===== src/rtl/mini_src_pkg.sv =====
// mini_src_pkg: bus source ids, IR register-field positions and FSM state encoding
package mini_src_pkg;
    localparam logic [4:0] SRC_R0    = 5'd0;
    localparam logic [4:0] SRC_R15   = 5'd15;
    localparam logic [4:0] SRC_HI    = 5'd16;
    localparam logic [4:0] SRC_LO    = 5'd17;
    localparam logic [4:0] SRC_ZHI   = 5'd18;
    localparam logic [4:0] SRC_ZLO   = 5'd19;
    localparam logic [4:0] SRC_PC    = 5'd20;
    localparam logic [4:0] SRC_MDR   = 5'd21;
    localparam logic [4:0] SRC_INP   = 5'd22;
    localparam logic [4:0] SRC_C     = 5'd23;
    localparam int         RA_LSB    = 23;
    localparam int         RB_LSB    = 19;
    localparam int         RC_LSB    = 15;
    typedef enum logic [1:0] {ST_IDLE, ST_DRIVE, ST_GAP} state_t;
endpackage


===== src/rtl/bus_source_select_if.sv =====
// bus_source_select_if: request side (control unit) and drive side (bus mux / regfile) of the source selector
//   master: control unit driving requests; slave: the selector
//   req_valid/req_ready handshake, use_ir/src_id/ir/gra/grb/grc source select,
//   ba_out/rin modifiers, out_en/reg_in/ba_zero/busy/sel_err results
interface bus_source_select_if #(parameter int unsigned NUM_SRC = 24);
    logic               req_valid;
    logic               req_ready;
    logic               use_ir;
    logic [4:0]         src_id;
    logic [31:0]        ir;
    logic               gra;
    logic               grb;
    logic               grc;
    logic               ba_out;
    logic               rin;
    logic [NUM_SRC-1:0] out_en;
    logic [15:0]        reg_in;
    logic               ba_zero;
    logic               busy;
    logic               sel_err;
    modport master (
        output req_valid, use_ir, src_id, ir, gra, grb, grc, ba_out, rin,
        input  req_ready, out_en, reg_in, ba_zero, busy, sel_err
    );
    modport slave (
        input  req_valid, use_ir, src_id, ir, gra, grb, grc, ba_out, rin,
        output req_ready, out_en, reg_in, ba_zero, busy, sel_err
    );
endinterface


===== src/rtl/bus_source_select_ir_reg_decode.sv =====
// ir_reg_decode: picks Ra/Rb/Rc from ir by gra > grb > grc priority
//   ir_i, gra_i, grb_i, grc_i in; reg_id_o (4-bit register id), valid_o (some gr* set) out
module ir_reg_decode
    import mini_src_pkg::*;
(
    input  logic [31:0] ir_i,
    input  logic        gra_i,
    input  logic        grb_i,
    input  logic        grc_i,
    output logic [3:0]  reg_id_o,
    output logic        valid_o
);
    always_comb begin
        reg_id_o = gra_i ? ir_i[RA_LSB+:4] : grb_i ? ir_i[RB_LSB+:4] : ir_i[RC_LSB+:4];
        valid_o  = gra_i | grb_i | grc_i;
    end
endmodule


===== src/rtl/bus_source_select.sv =====
// bus_source_select: registered one-hot bus driver select with fixed drive window and turnaround gap
//   clock, clear (sync active-low) plain ports; bus (slave modport) carries request and enables
module bus_source_select
    import mini_src_pkg::*;
#(
    parameter int unsigned NUM_SRC     = 24,
    parameter int unsigned HOLD_CYCLES = 1,
    parameter int unsigned GAP_CYCLES  = 1
) (
    input logic                 clock,
    input logic                 clear,
    bus_source_select_if.slave  bus
);
    localparam int CW = $clog2(HOLD_CYCLES + GAP_CYCLES + 1);
    localparam logic [CW-1:0] HOLD_LD = CW'(HOLD_CYCLES - 1);
    localparam logic [CW-1:0] GAP_LD  = CW'(GAP_CYCLES > 0 ? GAP_CYCLES - 1 : 0);

    state_t             state_q, state_d;
    logic [CW-1:0]      cnt_q, cnt_d;
    logic [4:0]         id_q, id_d;
    logic               ba_q, ba_d, rin_q, rin_d;
    logic [NUM_SRC-1:0] out_en_q, out_en_d;
    logic [15:0]        reg_in_q, reg_in_d;
    logic               ba_zero_q, ba_zero_d, sel_err_q, sel_err_d;
    logic [3:0]         dec_id;
    logic               dec_ok, accept, res_ok, drv, r0_zero;
    logic [4:0]         res_id;

    ir_reg_decode u_dec (
        .ir_i    (bus.ir),
        .gra_i   (bus.gra),
        .grb_i   (bus.grb),
        .grc_i   (bus.grc),
        .reg_id_o(dec_id),
        .valid_o (dec_ok)
    );

    always_comb begin
        accept    = bus.req_valid && state_q == ST_IDLE;
        res_id    = bus.use_ir ? {1'b0, dec_id} : bus.src_id;
        res_ok    = (!bus.use_ir || dec_ok) && 32'(res_id) < NUM_SRC;
        state_d   = state_q;
        cnt_d     = cnt_q;
        id_d      = accept ? res_id : id_q;
        ba_d      = accept ? bus.ba_out : ba_q;
        rin_d     = accept ? bus.rin : rin_q;
        sel_err_d = accept && !res_ok;
        if (state_q == ST_IDLE) begin
            state_d = accept && res_ok ? ST_DRIVE : ST_IDLE;
            cnt_d   = HOLD_LD;
        end else if (cnt_q != '0) begin
            cnt_d = cnt_q - 1'b1;
        end else if (state_q == ST_DRIVE && GAP_CYCLES != 0) begin
            state_d = ST_GAP;
            cnt_d   = GAP_LD;
        end else begin
            state_d = ST_IDLE;
        end
        // enables are registered off the next state so they line up with state_q
        drv       = state_d == ST_DRIVE;
        r0_zero   = ba_d && id_d == SRC_R0;
        out_en_d  = drv && !r0_zero ? NUM_SRC'(1) << id_d : '0;
        ba_zero_d = drv && r0_zero;
        reg_in_d  = drv && rin_d && id_d <= SRC_R15 ? 16'(1) << id_d[3:0] : '0;
    end

    always_ff @(posedge clock) begin
        if (!clear) begin
            state_q   <= ST_IDLE;
            cnt_q     <= '0;
            id_q      <= '0;
            ba_q      <= 1'b0;
            rin_q     <= 1'b0;
            out_en_q  <= '0;
            reg_in_q  <= '0;
            ba_zero_q <= 1'b0;
            sel_err_q <= 1'b0;
        end else begin
            state_q   <= state_d;
            cnt_q     <= cnt_d;
            id_q      <= id_d;
            ba_q      <= ba_d;
            rin_q     <= rin_d;
            out_en_q  <= out_en_d;
            reg_in_q  <= reg_in_d;
            ba_zero_q <= ba_zero_d;
            sel_err_q <= sel_err_d;
        end
    end

    assign bus.out_en    = out_en_q;
    assign bus.reg_in    = reg_in_q;
    assign bus.ba_zero   = ba_zero_q;
    assign bus.sel_err   = sel_err_q;
    assign bus.busy      = state_q != ST_IDLE;
    assign bus.req_ready = state_q == ST_IDLE;
endmodule


===== src/flat_wrapper.sv =====
// flat-port wrapper written by rule: the top's interface ports become plain ports
module bus_source_select_flat import mini_src_pkg::*;
#(
    parameter int unsigned NUM_SRC     = 24,
    parameter int unsigned HOLD_CYCLES = 1,
    parameter int unsigned GAP_CYCLES  = 1
)
  (clock, clear, bus_req_valid, bus_use_ir, bus_src_id, bus_ir, bus_gra, bus_grb, bus_grc, bus_ba_out, bus_rin, bus_req_ready, bus_out_en, bus_reg_in, bus_ba_zero, bus_busy, bus_sel_err);
  bus_source_select_if #(.NUM_SRC(NUM_SRC)) bus_i ();
  input logic clock;
  input logic clear;
  input wire logic [$bits(bus_i.req_valid)-1:0] bus_req_valid;
  input wire logic [$bits(bus_i.use_ir)-1:0] bus_use_ir;
  input wire logic [$bits(bus_i.src_id)-1:0] bus_src_id;
  input wire logic [$bits(bus_i.ir)-1:0] bus_ir;
  input wire logic [$bits(bus_i.gra)-1:0] bus_gra;
  input wire logic [$bits(bus_i.grb)-1:0] bus_grb;
  input wire logic [$bits(bus_i.grc)-1:0] bus_grc;
  input wire logic [$bits(bus_i.ba_out)-1:0] bus_ba_out;
  input wire logic [$bits(bus_i.rin)-1:0] bus_rin;
  output wire logic [$bits(bus_i.req_ready)-1:0] bus_req_ready;
  output wire logic [$bits(bus_i.out_en)-1:0] bus_out_en;
  output wire logic [$bits(bus_i.reg_in)-1:0] bus_reg_in;
  output wire logic [$bits(bus_i.ba_zero)-1:0] bus_ba_zero;
  output wire logic [$bits(bus_i.busy)-1:0] bus_busy;
  output wire logic [$bits(bus_i.sel_err)-1:0] bus_sel_err;
  assign bus_i.req_valid = bus_req_valid;
  assign bus_i.use_ir = bus_use_ir;
  assign bus_i.src_id = bus_src_id;
  assign bus_i.ir = bus_ir;
  assign bus_i.gra = bus_gra;
  assign bus_i.grb = bus_grb;
  assign bus_i.grc = bus_grc;
  assign bus_i.ba_out = bus_ba_out;
  assign bus_i.rin = bus_rin;
  assign bus_req_ready = bus_i.req_ready;
  assign bus_out_en = bus_i.out_en;
  assign bus_reg_in = bus_i.reg_in;
  assign bus_ba_zero = bus_i.ba_zero;
  assign bus_busy = bus_i.busy;
  assign bus_sel_err = bus_i.sel_err;
  bus_source_select #(.NUM_SRC(NUM_SRC), .HOLD_CYCLES(HOLD_CYCLES), .GAP_CYCLES(GAP_CYCLES)) u_core (.clock(clock), .clear(clear), .bus(bus_i));
endmodule

===== config.mk =====
export PLATFORM = sky130hd
export DESIGN_NAME = bus_source_select_flat
export DESIGN_NICKNAME = d
export VERILOG_FILES = /design/src/rtl/mini_src_pkg.sv /design/src/rtl/bus_source_select_if.sv /design/src/rtl/bus_source_select_ir_reg_decode.sv /design/src/rtl/bus_source_select.sv /design/src/flat_wrapper.sv
export SDC_FILE = /design/constraint.sdc
export NUM_CORES = 1
export LEC_CHECK = 0
export ABC_AREA = 1
export CAP_MARGIN = 30
export CELL_PAD_IN_SITES_DETAIL_PLACEMENT = 1
export CELL_PAD_IN_SITES_GLOBAL_PLACEMENT = 2
export CORE_MARGIN = 1.5
export CORE_UTILIZATION = 24
export DETAILED_ROUTE_END_ITERATION = 8
export PLACE_DENSITY_LB_ADDON = 0.1
export SLEW_MARGIN = 20
export SYNTH_ARGS = -nofsm -noshare
export SYNTH_HDL_FRONTEND = slang
export SYNTH_HIERARCHICAL = 1
export SYNTH_SLANG_ARGS = --single-unit
export TNS_END_PERCENT = 100

===== constraint.sdc =====
create_clock -name clock -period 4.5 [get_ports clock]
set_input_delay 1.125 -clock clock [delete_from_list [all_inputs] [get_ports clock]]
set_output_delay 1.125 -clock clock [all_outputs]
set_load 0.02 [all_outputs]

* Word-level counts from Yosys, hierarchy flattened
Cells that the tools add are included.
** Storage, ports and cells
- Output and inout port bits :: 44
- Word-level logic and storage cells :: 52
- Register bits after elaboration :: 53
** Operators by class
- Order comparisons :: 2
- Shift-type cells :: 2
- $add $sub $neg :: 1
- Bitwise operators :: 3
- Multiplexer cells :: 12
- Equality and inequality tests :: 2
- Reductions and logical operators :: 21
** Operators with widths (count)
- 1-bit by 5-bit << shifter with 24-bit output, first input constant :: 1
- 1-bit by 4-bit << shifter with 16-bit output, first input constant :: 1
- 2-bit two-way mux :: 5
- 5-bit two-way mux :: 2
- 1-bit logical AND :: 9
- 4-bit two-way mux :: 2
- 2-bit nonzero test :: 3
- 5-bit by 4-bit <= comparator with 1-bit output, second input constant :: 1
- 5-bit zero test :: 1
- 5-bit less-than comparator, second input constant :: 1
- 2-bit by 1-bit == test with 1-bit output, second input constant :: 2
- 2-bit AND reduction :: 2
- 1-bit zero test :: 3
- 1-bit two-way mux :: 3
- 2-bit zero test :: 1
- 1-bit OR :: 2
- 2-bit OR reduction :: 1
- 2-bit by 1-bit subtractor with 2-bit output, second input constant :: 1
- 1-bit logical OR :: 1
- 1-bit inverter :: 1

* Logic depth before layout (Yosys ltp)
- Depth after elaboration :: 12
- Mapped depth :: 13

* Hierarchy
The synthesis kept the hierarchy.
** By module, submodules not included
- bus_source_select :: area an instance 1960.6 um2, seq. area each 1061.0 um2, times used 1, cells an instance 221
- ir_reg_decode :: area an instance 125.1 um2, seq. area each 0.0 um2, times used 1, cells an instance 32

* Worst setup path before layout
Ideal clock, no wire load.
- Path type :: input -> register
- Start :: input bus_grb
- End :: register u_core.out_en_q[5], in the netlist u_core/bus.out_en[5]
- Stages :: 13
- Path slack :: 2233 ps
- Required time :: 4386 ps
- Arrival :: 2153 ps
- Buffers on the path :: 1
- Setup time :: 114 ps
- Path through :: inv_2 > nand2_1 > nand3_1 > nand2_1 > nand2_1 > nand2_1 > nand2_1 > nand2_2 > nor2_1 > nand3_2 > nand3_4 > buf_12 > nor2_2
** Between the ends
- Longest elaborated chain between the ends :: 11
- Elaborated cells between the ends (all ways) :: 19
- Those cells by class :: order compare: 1; eq/ne: 1; shift: 1; mux: 6; bitwise: 2; reduce/logical: 8
** Ends and longest elaborated chain
- start: declaration :: RTL line flat_wrapper.sv:17 : input wire logic [$bits(bus_i.grb)-1:0] bus_grb;
- 4-bit two-way mux * (2 in series) :: RTL line bus_source_select_ir_reg_decode.sv:14 : reg_id_o = gra_i ? ir_i[RA_LSB+:4] : grb_i ? ir_i[RB_LSB+:4] : ir_i[RC_LSB+:4];
- via u_core.dec_id[3] :: RTL line bus_source_select.sv:25 : logic [3:0] dec_id;
- 5-bit two-way mux * :: RTL line bus_source_select.sv:40 : res_id = bus.use_ir ? {1'b0, dec_id} : bus.src_id;
- 5-bit less-than comparator :: RTL line bus_source_select.sv:41 : res_ok = (!bus.use_ir || dec_ok) && 32'(res_id) < NUM_SRC;
- 1-bit logical AND :: RTL line bus_source_select.sv:41
- 1-bit logical AND :: RTL line bus_source_select.sv:49 : state_d = accept && res_ok ? ST_DRIVE : ST_IDLE;
- 1-bit two-way mux :: RTL line bus_source_select.sv:49
- 2-bit two-way mux :: RTL line bus_source_select.sv:48 : if (state_q == ST_IDLE) begin
- 2-bit by 1-bit == test with 1-bit output :: RTL line bus_source_select.sv:60 : drv = state_d == ST_DRIVE;
- 1-bit logical AND :: RTL line bus_source_select.sv:62 : out_en_d = drv && !r0_zero ? NUM_SRC'(1) << id_d : '0;
- 2-bit AND reduction (no line)
- end signal: assignment :: RTL line bus_source_select.sv:84 : out_en_q <= out_en_d;
- end: declaration :: RTL line bus_source_select.sv:22 : logic [NUM_SRC-1:0] out_en_q, out_en_d;
Mark *: on every way through the listed nets, which the timed path passes. The rest lies on a longest branch.
A chain may end at the register's enable or synchronous reset.

* Worst setup path after layout
- Start :: input bus_grb
- End :: register u_core.out_en_q[12], in the netlist u_core/bus.out_en[12]
The elaborated chain is that of the path after synthesis.

==> metrics.md <==
| Metric | Value |
|---|---|
| Result of the run | `finished, final reports clean` |
| Launching element of the worst setup path | `bus_grb` |
| Routability congestion estimate | `0.700` |
| GRT Util Overall | `0.117` |
| Post-DP Area | `0.00286 sq mm` |
| Sort of element at the end of the critical path | `flip-flop` |
| Cell count of the worst hold path | `1` |
| HPWL after detailed placement | `3870 um` |
| Total via count in the routed design | `around 1700` |
| Critical Setup Path Class | `input pin to flip-flop` |
| Clock latency at the later pin of the worst-skew pair | `0.31 ns` |
| Critical register-to-register path startpoint | `u_core/state_q[0]` |
| Clock buffer count from CTS | `5` |
| Count of instances resized after the clock tree is built | `0` |
| Total of fill cells in the finished design | `around 1000` |
| Gr ovfl total | `0` |
| Routed wire per std cell | `between 10 and 15 um` |
| End of the critical path | `u_core/bus.out_en[12]` |
| Number of unique standard cell types used by synthesis | `24` |
| Maximum number of pins on one net before global-route repair | `19` |
| Clock H-tree levels | `2` |
| Total leakage power | `about 1.2 nW` |
| Area of all sequential standard cells | `0.00106 sq mm` |
| Pre-CTS WS | `roughly 1.2 ns` |
| Cell count after synthesis | `253` |
| Share of final-layout standard cells stronger than drive strength 1 | `0.147` |
| Initial drt markers | `32` |
| ANT cells | `0` |
| End of the worst register-to-register path | `u_core/bus.out_en[12]` |
| Warnings from Yosys | `6` |
| First-pass GRT wire length | `8180 um` |
| Synthesized area per cell | `8.24 sq um` |
| Router iterations before antenna repair | `4` |
| Final Util | `0.355` |
| Total Negative Setup Slacks | `0 ns` |
| RSZ-0062 raised after global routing | `no` |
| Count of final max-slew check failures | `0` |
| Standard-cell row count | `33` |
| Number of buffers inserted by port buffering | `between 60 and 70` |
| Worst clock skew | `0.0116 ns` |
| Maximum resistive drop on vdd | `0.114 mV` |
| Top library cells by usage in the layout, fill and taps aside | `sky130_fd_sc_hd__clkdlybuf4s50_1 (69), sky130_fd_sc_hd__nand2_1 (66), sky130_fd_sc_hd__dfxtp_1 (53), sky130_fd_sc_hd__nor2_1 (45), sky130_fd_sc_hd__inv_1 (28)` |
| Final min period | `2.87 ns` |
| Number of clock sinks | `53` |
| CTS root buffer | `sky130_fd_sc_hd__clkbuf_8` |
| Via count of the first global-routing pass | `1729` |
| Class of the worst hold path | `flip-flop to flip-flop` |
| Top-level I/O count | `90` |
| Setup-failing EPs final | `0` |
| Overall routed net length | `4930 um` |
| Setup bufs post-CTS | `0` |
| Count of final hold-check violations | `0` |
| Critical path required time | `between 4 and 5 ns` |
| Vertical die dimension | `96.2 um` |
| Synth Register Bits | `53` |
| Hold-fix buffers at CTS | `0` |
| Most common library cell in the layout ignoring fill and taps | `sky130_fd_sc_hd__clkdlybuf4s50_1` |
| Final std cell area, no fill | `slightly below 0.003 sq mm` |
| Antenna Violating Nets Remaining | `0` |
| Core area | `0.00830 sq mm` |
| Area delta synth->final | `41.5%` |
| Crit start category | `input pin` |
| Worst slew slack as a fraction of its limit | `0.660` |
| Maximum net fanout on the critical path | `15` |
| Period utilization | `0.637` |
| Non-filler cells in the finished layout | `432` |
| Logic depth of the worst register-to-register path | `7` |
| Clk slew on worst S/H paths | `0.11 ns` |
| Worst R2R Setup Slack | `2.66 ns` |
| Max Clock Freq | `roughly 350 MHz` |
| PnR worst setup slack | `1.63 ns` |
| Maximum buffer depth of the clock tree | `2` |
| Maximum capacitance violations | `0` |
| Chip width | `96.2 um` |
| Total power per unit cell area | `310 mW/mm^2` |
| Worst Max-Slew Pin Slew | `0.505 ns` |
| Post-DR vias/cell | `4.01` |
| Number of placed instances with taps included | `~420` |
| Die area | `0.00926 sq mm` |
| Netlist area before placement | `0.00209 sq mm` |
| Min Hold Slack | `~0.48 ns` |
| Sequential share of the synthesized area | `0.509` |
| Syn nets | `between 200 and 300` |
| Total Power | `0.915 mW` |
| Post-layout net count | `372` |
| Antenna violations before repair | `0` |
| Multi-input logic area | `853 sq um` |
| Arr. time, crit path | `3.10 ns` |
| Initial core utilization | `0.251` |
| Drt drc | `0` |
| CTS tree | `yes` |
[registers in the layout, summed over array words and instances, names as in the netlist]
signal,cells
u_core/cnt_q,2
u_core/state_q,2
u_core/id_q,5
u_core/ba_q,1
u_core/bus.ba_zero,1
u_core/bus.sel_err,1
u_core/rin_q,1
u_core/bus.reg_in,16
u_core/bus.out_en,24
[worst min-delay path by stage]
stage                    startpoint         endpoint  slack, ns
detailed placement  u_core/cnt_q[0]  u_core/cnt_q[0]       0.47
CTS                 u_core/cnt_q[0]  u_core/cnt_q[0]       0.48
global route        u_core/cnt_q[1]  u_core/cnt_q[0]       0.53
floorplan           u_core/cnt_q[0]  u_core/cnt_q[0]       0.44
finish              u_core/cnt_q[0]  u_core/cnt_q[0]       0.48
global placement    u_core/cnt_q[1]  u_core/cnt_q[0]       0.45
[cell type report]
cell class / count / share of cell area
sequential: 53 / 0.360
multi-input combinational: 165 / 0.289
tap: 105 / 0.0445
clock inverter: 3 / 0.00848
clock buffer: 5 / 0.0233
timing repair buffer: 69 / 0.234
inverter: 32 / 0.0407
[critical path: stages]
cell	delay (ns)
sky130_fd_sc_hd__clkdlybuf4s50_1	0.58
sky130_fd_sc_hd__inv_2	0.08
sky130_fd_sc_hd__nand2_1	0.06
sky130_fd_sc_hd__nand3_1	0.06
sky130_fd_sc_hd__nand2_1	0.06
sky130_fd_sc_hd__inv_1	0.03
sky130_fd_sc_hd__nand2_1	0.04
sky130_fd_sc_hd__nand2_1	0.07
sky130_fd_sc_hd__o21ai_1	0.29
sky130_fd_sc_hd__nor2_2	0.09
sky130_fd_sc_hd__nand3_2	0.12
sky130_fd_sc_hd__nand3_4	0.27
sky130_fd_sc_hd__nor2_1	0.19
[power by group]
| group | internal, mW | switching [mW] |
|---|---|---|
| Sequential | 0.477 | 0.00397 |
| Combinational | 0.0553 | 0.0930 |
| Clock | 0.113 | 0.172 |
[synthesized netlist by cell type]
| library cell | number | area share |
|---|---|---|
| sky130_fd_sc_hd__nor3_4 | 1 | 0.0078 |
| sky130_fd_sc_hd__o21ai_4 | 2 | 0.016 |
| sky130_fd_sc_hd__nand3_4 | 1 | 0.0084 |
| sky130_fd_sc_hd__nand4_4 | 1 | 0.010 |
| sky130_fd_sc_hd__clkinv_1 | 1 | 0.0018 |
| sky130_fd_sc_hd__nor3_1 | 2 | 0.0048 |
| sky130_fd_sc_hd__o21ai_1 | 1 | 0.0024 |
| sky130_fd_sc_hd__dfxtp_1 | 53 | 0.51 |
| sky130_fd_sc_hd__buf_6 | 1 | 0.0054 |
| sky130_fd_sc_hd__nand2_4 | 2 | 0.011 |
| sky130_fd_sc_hd__nor2_2 | 13 | 0.039 |
| sky130_fd_sc_hd__nand4_1 | 3 | 0.0090 |
| sky130_fd_sc_hd__o21ai_0 | 3 | 0.0072 |
| sky130_fd_sc_hd__nand2_2 | 6 | 0.018 |
| sky130_fd_sc_hd__nor2_1 | 45 | 0.081 |
| sky130_fd_sc_hd__nand3_2 | 2 | 0.0096 |
| sky130_fd_sc_hd__inv_1 | 28 | 0.050 |
| sky130_fd_sc_hd__nor2_4 | 7 | 0.038 |
| sky130_fd_sc_hd__buf_12 | 2 | 0.019 |
| sky130_fd_sc_hd__nand2_1 | 66 | 0.12 |
| sky130_fd_sc_hd__nand3b_1 | 1 | 0.0036 |
| sky130_fd_sc_hd__nand3_1 | 7 | 0.017 |
| sky130_fd_sc_hd__inv_2 | 3 | 0.0054 |
| sky130_fd_sc_hd__o21ai_2 | 2 | 0.0084 |
[layer usage]
metal	share of wire	track usage	vias up
met2	0.47	0.202	42
met5	0	0	-
met4	0.011	0.0331	0
met3	0.044	0.0213	6
met1	0.47	0.148	780
li1	-	-	904
[logic make-up (layout without fill, tap and decap cells)]
| logic type | count (synthesis) | in the layout | share of synthesized area |
|---|---|---|---|
| buffers and inverters | 35 | 109 | 0.0822 |
| and+or+nand+nor | 157 | 157 | 0.376 |
| AOI/OAI and AO/OA | 8 | 8 | 0.0336 |
| DFF | 53 | 53 | 0.509 |
(Power assumes the default switching activity.)
